$ cat src/rtl/sevenseg_pkg.sv
// sevenseg_pkg: shared state encoding and hex-to-segment table for the 7-segment scanner
package sevenseg_pkg;
  typedef enum logic {BLANK, SCAN} state_t;
  localparam logic [6:0] SEG_OFF = 7'b0000000;
  function automatic logic [6:0] hex_to_seg(input logic [3:0] h);
    case (h)
      4'h0: hex_to_seg = 7'b1111110;
      4'h1: hex_to_seg = 7'b0110000;
      4'h2: hex_to_seg = 7'b1101101;
      4'h3: hex_to_seg = 7'b1111001;
      4'h4: hex_to_seg = 7'b0110011;
      4'h5: hex_to_seg = 7'b1011011;
      4'h6: hex_to_seg = 7'b1011111;
      4'h7: hex_to_seg = 7'b1110000;
      4'h8: hex_to_seg = 7'b1111111;
      4'h9: hex_to_seg = 7'b1111011;
      4'ha: hex_to_seg = 7'b1110111;
      4'hb: hex_to_seg = 7'b0011111;
      4'hc: hex_to_seg = 7'b1001110;
      4'hd: hex_to_seg = 7'b0111101;
      4'he: hex_to_seg = 7'b1001111;
      4'hf: hex_to_seg = 7'b1000111;
    endcase
  endfunction
endpackage

$ cat src/rtl/sevenseg_scan_decode.sv
// seg_hex_decode: combinational nibble to {a..g} segment decoder
module seg_hex_decode
  import sevenseg_pkg::*;
(
  input  logic [3:0] hex,
  output logic [6:0] seg
);
  assign seg = hex_to_seg(hex);
endmodule

$ cat src/rtl/sevenseg_scan.sv
// sevenseg_scan: multiplexed 7-segment driver with frame-aligned shadow update,
// guard blanking between digits and optional leading-zero suppression
module sevenseg_scan
  import sevenseg_pkg::*;
#(
  parameter int DIGITS           = 4,
  parameter int PRESCALE         = 1000,
  parameter int GUARD            = 2,
  parameter bit ANODE_ACTIVE_LOW = 1
) (
  input  logic                  clk,
  input  logic                  rst_n,
  input  logic                  load_valid,
  output logic                  load_ready,
  input  logic [4*DIGITS-1:0]   load_data,
  input  logic                  blank_lead,
  output logic [6:0]            seg,
  output logic [DIGITS-1:0]     an,
  output logic                  frame_done
);
  localparam int PW = PRESCALE > 1 ? $clog2(PRESCALE) : 1;
  localparam int IW = DIGITS > 1 ? $clog2(DIGITS) : 1;
  localparam logic [DIGITS-1:0] AN_OFF = ANODE_ACTIVE_LOW ? '1 : '0;
  state_t state;
  logic [PW-1:0] cnt;
  logic [IW-1:0] idx;
  logic pending, wrap, term, accept, guard, z;
  logic [4*DIGITS-1:0] pend_data, shown;
  logic [3:0] nib;
  logic [6:0] dec;
  logic [DIGITS-1:0] supp, onehot, an_on;
  assign load_ready = !pending;
  assign accept = load_valid && load_ready;
  assign wrap = cnt == PW'(PRESCALE - 1);
  assign term = wrap && idx == IW'(DIGITS - 1);
  assign guard = cnt < PW'(GUARD);
  assign nib = shown[{idx, 2'b00} +: 4];
  assign onehot = DIGITS'(1) << idx;
  assign an_on = ANODE_ACTIVE_LOW ? ~onehot : onehot;
  // a digit is blankable only if it and every more significant nibble are zero
  always_comb begin
    supp = '0;
    z = 1'b1;
    for (int i = DIGITS - 1; i > 0; i--) begin
      z = z && shown[4*i +: 4] == 4'h0;
      supp[i] = z;
    end
  end
  seg_hex_decode u_dec (.hex(nib), .seg(dec));
  always_ff @(posedge clk) begin
    if (!rst_n) begin
      state      <= BLANK;
      cnt        <= '0;
      idx        <= '0;
      pending    <= 1'b0;
      pend_data  <= '0;
      shown      <= '0;
      seg        <= SEG_OFF;
      an         <= AN_OFF;
      frame_done <= 1'b0;
    end else if (state == BLANK) begin
      seg        <= SEG_OFF;
      an         <= AN_OFF;
      frame_done <= 1'b0;
      if (accept) begin
        shown <= load_data;
        state <= SCAN;
      end
    end else begin
      cnt        <= wrap ? '0 : cnt + 1'b1;
      if (wrap) idx <= idx == IW'(DIGITS - 1) ? '0 : idx + 1'b1;
      seg        <= guard || (blank_lead && supp[idx]) ? SEG_OFF : dec;
      an         <= guard ? AN_OFF : an_on;
      frame_done <= term;
      // accept implies nothing pending, so a same-edge load waits for the next boundary
      if (accept) begin
        pend_data <= load_data;
        pending   <= 1'b1;
      end else if (term && pending) begin
        shown   <= pend_data;
        pending <= 1'b0;
      end
    end
  end
endmodule

$ cat config.mk
export PLATFORM = sky130hd
export DESIGN_NAME = sevenseg_scan
export DESIGN_NICKNAME = d
export VERILOG_FILES = /design/src/rtl/sevenseg_pkg.sv /design/src/rtl/sevenseg_scan_decode.sv /design/src/rtl/sevenseg_scan.sv
export SDC_FILE = /design/constraint.sdc
export NUM_CORES = 1
export LEC_CHECK = 0
export CAP_MARGIN = 20
export CORE_ASPECT_RATIO = 0.5
export CORE_UTILIZATION = 40
export DETAILED_ROUTE_END_ITERATION = 7
export DONT_BUFFER_PORTS = 1
export GPL_TIMING_DRIVEN = 0
export SYNTH_ARGS = -nofsm -noshare
export SYNTH_HDL_FRONTEND = slang
export SYNTH_SLANG_ARGS = --single-unit
$ cat constraint.sdc
create_clock -name clk -period 5.6 [get_ports clk]
set_input_delay 0.84 -clock clk [delete_from_list [all_inputs] [get_ports clk]]
set_output_delay 0.84 -clock clk [all_outputs]
set_load 0.005 [all_outputs]
==> flow_summary_export.csv <==
group,metric,value,unit
setup_path,critPathCaptureType,"flip-flop",
clock_network,cts_tree,"yes",
final_layout,nNetsFinal,326,
detailed_routing,drtAntennaViolNets,0,
global_routing,grt_max_degree,11,
final_layout,syn2layout_area_growth,15.5,%
floorplanning,ios,33,
clock_network,clock_path_buffers,2,
sta,fin_skew,0.00729,ns
detailed_routing,via_per_inst,5.27,
detailed_routing,wl_met3,326,um
clock_network,root_buffer,"clkbuf_16",
sta,slew_violations,0,
floorplanning,dieArea,7270,um2
clock_network,worstSkewPairLatency,0.32,ns
detailed_routing,first_pass_iters,4,
clock_network,htree_levels,3,
setup_path,arrival,2.25,ns
clock_network,clk_pin_slew_worst_paths,0.05,ns
clock_network,post_cts_resized,0,
hold_path,holdCritStartpoint,"pend_data[11]",
detailed_routing,drt-total-wl,5580,um
synth,synth-seq-cells,58,
detailed_routing,routed.top_layer,"met4",
synth,synthFlopType,"dfxtp_1",
final_layout,drive_above_1_share,11.4,%
floorplanning,rows,20,
synth,yosysSeqAreaShare,42.0,%
floorplanning,placeableCoreArea,6360,um2
synth,syn_nets,315,
placement,place_congestion,0.881,
synth,synth.cell_area,2770,um2
pwr,power_leakage,1.19,nW
detailed_routing,drc,0,
synth,syn_area_per_cell,9.84,um2
sta,worst_pin_slew,0.738,ns
sta,period_share,37.0,%
detailed_routing,wire_per_inst,14.5,um
setup_path,path_max_fanout,10,
final_layout,antennaDiodeCount,0,
synth,postSynthCellCount,281,
setup_path,critPathRequiredTime,5.78,ns
synth,yosys_warnings,0,
status,status,"finished, final reports clean",
global_routing,grtUsageTotal,17.3,%
hold_path,worstHoldPathType,"flip-flop to flip-flop",
synth,synthArstFlopShare,0,%
detailed_routing,num_vias,2028,
global_routing,grt_antenna_before_repair,0,
detailed_routing,first_iter_violations,102,
synth,synth_edf_count,0,
clock_network,cts_setup_buffers,0,
placement,io_buffer_count,0,
sta,finalSetupViolCount,0,
setup_path,startpoint_type,"flip-flop",
floorplanning,die_y,60.8,um
sta,max_slew_margin,50.8,%
global_routing,first_global_vias,1993,
global_routing,grt_pass1_wl,9390,um
flow_run,maxCapViolCount,0,
pwr,p_per_area,355,nW/um2
sta,final.min_clock_period,2.07,ns
clock_network,cts.sinks,58,
placement,place_hpwl,4180,um
floorplanning,dieWidth,120,um
clock_network,ctsHoldBuffers,0,
detailed_routing,wirelength_met1,2750,um
global_routing,grt-ovfl-total,0,
floorplanning,start_util,43.5,%
pwr,finalPower,1.13,mW
sta,tns,0,ns
clock_network,cts_buffers,9,
synth,ys_types,38,
sta,grt_setup_unrepaired,"no",
detailed_routing,wl_met2,2450,um
setup_path,r2r-start,"cnt[1]",
setup_path,startpoint,"cnt[1]",
sta,finalHoldViolations,0,
setup_path,worstSetupPathType,"flip-flop to flip-flop",
pwr,vdd_drop_max,0.170,mV
sta,fmax,482,MHz
registers in the layout, indices dropped and copies added (netlist names):
signal	count
an	4
cnt	10
frame_done	1
idx	2
pend_data	16
pending	1
seg	7
shown	16
state	1
cell type report:
class                           count  area, um2
Buffer                             14       78.8
Inverter                           10       37.5
Multi-Input combinational cell    199       1490
Fill cell                         602       3160
Clock buffer                       15        288
Clock inverter                      1       30.0
Sequential cell                    58       1160
Tap cell                           88        110
path summary, 6_finish.rpt:
kind              endpoint  slack [ns]  depth (start not counted)
max reg2reg      shown[13]        3.53                          5
min reg2reg  pend_data[11]        0.49                          2
min          pend_data[11]        0.49                          2
max              shown[13]        3.53                          5
layer usage:
| layer | vias to the layer above | global-route usage (%) |
|---|---|---|
| met2 | 35 | 27.1 |
| met4 | 0 | 6.96 |
| li1 | 1020 | - |
| met1 | 969 | 20.9 |
| met3 | 4 | 8.36 |
| met5 | - | 0 |
stage by stage:
stage	instances	instance area (um2)	hold WS [ns]	utilization, %	setup WS [ns]
floorplan	281	2770	0.460	-	3.49
detailed placement	369	2880	0.480	45.2	3.23
global placement	369	2880	0.473	45.2	3.30
CTS	385	3190	0.495	50.2	3.52
global route	385	3190	0.510	50.2	3.37
finish	385	3190	0.489	50.2	3.53
worst max-delay path: stages, from the launching register on:
cell       delay, ns
dfxtp_1         0.40
ha_1            0.28
nand4bb_1       0.24
o41ai_4         0.46
clkbuf_1        0.41
a211oi_1        0.14
cell usage after synthesis, types with 5 or more instances:
library cell   n  area (um2)
dfxtp_1       58        1160
nor2_1        47         176
mux2i_1       41         410
a211oi_1      18         135
nand2_1       17        63.8
ha_1          14         175
inv_1          9        33.8
nor3_1         8        40.0
nor4_1         6        37.5
xor2_1         6        52.6
xnor2_1        5        43.8
cells in the final DEF (no fill, tap or decap), drive strengths merged, types with 2 or more instances in the layout:
cell,count
nor4,6
a31o,2
dfxtp,58
nand3b,2
xor2,6
inv,10
nor2,47
a211oi,19
mux4,4
xnor2,5
a21oi,3
nand4,5
clkbuf,19
nand2,17
buf,10
mux2i,41
ha,14
nand3,2
and3,4
o22ai,3
nor3,8
cell families after synthesis:
family / share of synthesized area (%)
AND/OR/NAND/NOR: 15.9
adder cells (fa/ha/maj): 6.33
flip-flops: 42.0
AO/OA/AOI/OAI: 9.55
buffers and inverters: 4.21
XOR/XNOR: 3.48
multiplexers: 18.5
report_power, final:
part	leakage, nW	internal, mW	switching, mW
logic	0.565	0.0537	0.0664
registers	0.472	0.434	0.0168
clock network	0.156	0.392	0.172
Note: power is estimated with default switching activity, not from simulation.
==> variant 1 (same settings) <==
Compare `cnt` against `PW'(PRESCALE - 1)` with >= in place of ==.
--- a/src/rtl/sevenseg_scan.sv
+++ b/src/rtl/sevenseg_scan.sv
@@ -31,7 +31,7 @@
   logic [DIGITS-1:0] supp, onehot, an_on;
   assign load_ready = !pending;
   assign accept = load_valid && load_ready;
-  assign wrap = cnt == PW'(PRESCALE - 1);
+  assign wrap = cnt >= PW'(PRESCALE - 1);
   assign term = wrap && idx == IW'(DIGITS - 1);
   assign guard = cnt < PW'(GUARD);
   assign nib = shown[{idx, 2'b00} +: 4];
Behaviour: no difference found for any inputs over 10 cycles, from zero or initial values and one cycle with rst_n low; that may be too few to reach the edited logic, so the function may still have changed.
==> variant 1 against the unedited design <==
Wire length fell by 1.0%; worst hold slack barely moved; synthesized cell count fell by 0.71%; count of clock-buffer cells in the layout fell by 3; setup slack got worse by 0.60 ns; area after synthesis fell by 1.0%; sequential share of layout area rose by 0.071 points; utilization rose by 0.10 points; final area fell by 0.20%; sequential cell count did not move; first-iteration DRC count fell by 16%; total power rose by 3.1%; sequential power barely moved; critical path type unchanged; critical endpoint is now shown[4]; largest cell class unchanged; highest routed layer unchanged.
==> variant 1: results (changes against the unedited design) <==
| Metric | Value |
|---|---|
| R2r endpoint | shown[4] |
| Netlist cell types | 37 (-2.6%) |
| Least-Margin Pin Slew | 0.782 ns (+0.0437 ns) |
| Filler cells | 589 (-2.2%) |
| First-pass GRT wire length | 9230 microns (-1.7%) |
| Switching power | 0.260 mW (+2.0%) |
| Critical Path AT | 2.85 ns (+0.60 ns) |
| Nets@finish | 324 (-0.61%) |
| Final Skew | 0.00443 ns (-0.00286 ns) |
| Cells after DPL | 367 (-0.54%) |
| Avg Cell Area, Syn | 9.81 sq um (-0.29%) |
| Vias | 1973 (-2.7%) |
| Top post-synthesis cells by area | dfxtp_1 (42%), mux2i_1 (15%), nor2_1 (6.7%) |
| Fin crit share | 47.7% (+11 points) |
| Maximum VDD drop | 0.000153 V (-9.6%) |
| Dpl hpwl | 4060 microns (-2.8%) |
| Placed cell areas | 2850 sq um (-0.96%) |
| Seq/Total Area, Yosys | 42.4% (+0.42 points) |
| Leak Pwr | 1.18 nW (-1.4%) |
| Synth cell count leaders | dfxtp_1 (58), nor2_1 (49), mux2i_1 (42) |
| GPL Wtd Cong | 0.826 (-6.3%) |
| CP max stage cell | buf_1 |
| Via-to-Cell Ratio | 5.15 (-2.2%) |
| Status | complete, no violations |
| Number of global-route vias before repair | 1889 (-5.2%) |
| Worst flop-to-flop path startpoint | state |
| Layout cells sized above 1 | 10.8% (-0.60 points) |
| Crit-path leading delay family | buffers and inverters |
| Flop-to-flop setup slack | 2.93 ns (-0.60 ns) |
| Post-synthesis net count | 313 (-0.63%) |
variant 1: changes by cell type in the layout (fill, tap and decap cells not counted), sizes merged, moves of 2 or more:
cell | unedited run | this run
nand2b | 0 | 2
clkbuf | 19 | 17
nand2 | 17 | 14
clkinv | 0 | 2
nor2 | 47 | 49
variant 1: logic make-up after synthesis:
logic type | share of synthesized area (%)
and+or+nand+nor | 14.7
DFF | 42.4
muxes | 19.5
AOI/OAI and AO/OA | 9.55
buffers and inverters | 4.25
adders and majority gates | 6.40
xor gates and xnor gates | 3.20
variant 1: worst min-delay path by stage:
stage                 startpoint      endpoint  slack [ns]  cells after the start
finish              pend_data[6]  pend_data[6]        0.49                      2
global route        pend_data[8]  pend_data[8]        0.52                      2
CTS                 pend_data[4]  pend_data[4]        0.50                      2
detailed placement  pend_data[3]  pend_data[3]        0.48                      2
global placement    pend_data[3]  pend_data[3]        0.47                      2
floorplan           pend_data[0]  pend_data[0]        0.46                      2
variant 1: worst register-to-register path, stage by stage (launching register included):
cell and delay, ns:
dfxtp_1 0.33, buf_2 0.21, buf_1 0.53, inv_1 0.10, ha_1 0.32, nand4_1 0.10
o32ai_2 0.36, clkbuf_1 0.42, a211oi_1 0.15
variant 1: metal layers:
metal | routed length [microns] | vias to the layer above | global-route usage (%)
li1 | - | 1016 | -
met1 | 2960 | 925 | 22.3
met2 | 2320 | 30 | 27.0
met3 | 208 | 2 | 5.55
met4 | 27 | 0 | 5.42
met5 | 0 | - | 0
variant 1: layout make-up:
cell class	count	area (sq um)	share of cell area, %
Multi-Input combinational cell	196	1460	45.8
Inverter	10	37.5	1.18
Clock inverter	4	72.6	2.28
Tap cell	88	110	3.46
Buffer	15	78.8	2.47
Clock buffer	12	267	8.36
Sequential cell	58	1160	36.4
==> variant 2 (same flow settings) <==
Without the edit above. Change the parameter `ANODE_ACTIVE_LOW` from 1 to 0.
--- a/src/rtl/sevenseg_scan.sv
+++ b/src/rtl/sevenseg_scan.sv
@@ -6,7 +6,7 @@
   parameter int DIGITS           = 4,
   parameter int PRESCALE         = 1000,
   parameter int GUARD            = 2,
-  parameter bit ANODE_ACTIVE_LOW = 1
+  parameter bit ANODE_ACTIVE_LOW = 0
 ) (
   input  logic                  clk,
   input  logic                  rst_n,
Formal check against the unedited RTL: not equivalent (a bounded check fails within 4 cycles, from zero or initial values and one cycle with rst_n low).
==> variant 2 against the unedited design <==
Wire length is 9.8% higher; sequential power hardly changed; area after synthesis is 3.1% higher; largest power group unchanged; synthesized cell count is 3.6% higher; largest cell class unchanged; critical path type unchanged; setup slack worse by 0.38 ns; sequential share of layout area is 0.63 points lower; global-route usage is 0.66 points higher; worst hold slack better by 0.0013 ns; sequential cell count stayed put; total power is 2.4% lower; final area is 1.8% higher.
==> variant 2: results (changes against the unedited design) <==
| Metric | Value |
|---|---|
| Status | complete, no violations |
| HP Start | pend_data[5] |
| Maximum VDD drop | 0.000173 V (+1.7%) |
| Fin crit share | 43.8% (+6.8 points) |
| Via-to-Cell Ratio | 5.28 (+0.25%) |
| Post-synthesis net count | 322 (+2.2%) |
| Leak Pwr | 1.21 nW (+1.2%) |
| Setup crit start | idx[1] |
| Avg Cell Area, Syn | 9.79 sq um (-0.47%) |
| Vias | 2107 (+3.9%) |
| Initial DRC count | 75 (-26%) |
| Crit-path leading delay family | buffers and inverters |
| Placed cell areas | 2970 sq um (+3.1%) |
| Top post-synthesis cells by area | dfxtp_1 (41%), mux2i_1 (15%), nor2_1 (5.1%) |
| Flop-to-flop setup slack | 3.14 ns (-0.38 ns) |
| CP max stage cell | mux4_2 |
| Routing usage on met2 | 27.4% (+0.35 points) |
| Final Skew | 0.00662 ns (-0.000678 ns) |
| Worst R2R Path Depth | 8 (+3) |
| Critical Path AT | 2.69 ns (+0.44 ns) |
| Nets@finish | 333 (+2.1%) |
| Synth cell count leaders | dfxtp_1 (58), mux2i_1 (44), nor2_1 (39) |
| WHS Endpoint | pend_data[5] |
| HP Class | register to register |
| DRT met1 WL | 2980 microns (+8.4%) |
| Netlist cell types | 41 (+7.9%) |
| WHS | 0.491 ns (+0.00134 ns) |
| Number of global-route vias before repair | 1950 (-2.2%) |
| Met2 wire len | 2640 microns (+7.6%) |
| R2r endpoint | seg[5] |
| M3 GR Usage | 9.12% (+0.76 points) |
| First-pass GRT wire length | 9710 microns (+3.4%) |
| Cells after DPL | 383 (+3.8%) |
| WL met3 | 416 microns (+28%) |
| Root buffer cell | clkbuf_16 |
| Dpl hpwl | 4450 microns (+6.5%) |
| Layout cells sized above 1 | 11.1% (-0.37 points) |
| Seq/Total Area, Yosys | 40.7% (-1.3 points) |
| Met1 Usage GRT | 21.9% (+0.98 points) |
| TritonRoute pass-1 iters | 4 (unchanged) |
| Worst slack, placed | 3.17 ns (-0.0612 ns) |
| Total GRT Usage | 18.0% (+0.66 points) |
[variant 2: changes by cell type after synthesis, moves of 3 or more]
cell and delta:
a21oi_1 +17, nand2_1 -10, nor2_1 -8, clkbuf_1 +5
ha_1 -3, mux2i_1 +3, nand2b_1 +3, nor3b_1 +3
[variant 2: report_power, final]
part	internal, mW	switching (mW)
clock	0.334	0.187
sequential	0.434	0.0174
combinational	0.0619	0.0735
total	0.830	0.277
[variant 2: logic make-up after synthesis]
| kind of cell | count (synthesis) | share of synthesized area, % |
|---|---|---|
| flops | 58 | 40.7 |
| fa+ha+maj | 11 | 4.83 |
| buf+inv | 30 | 5.66 |
| compound gates | 50 | 12.1 |
| mux | 50 | 19.4 |
| simple gates | 81 | 13.9 |
| xor+xnor | 11 | 3.38 |
[variant 2: final cells by class]
type	count	area (sq um)
clock buffer	14	274
fill	647	3530
sequential	58	1160
clock inverter	2	10.0
inverter	9	33.8
tap	92	115
buffer	21	128
multi-input combinational	203	1530
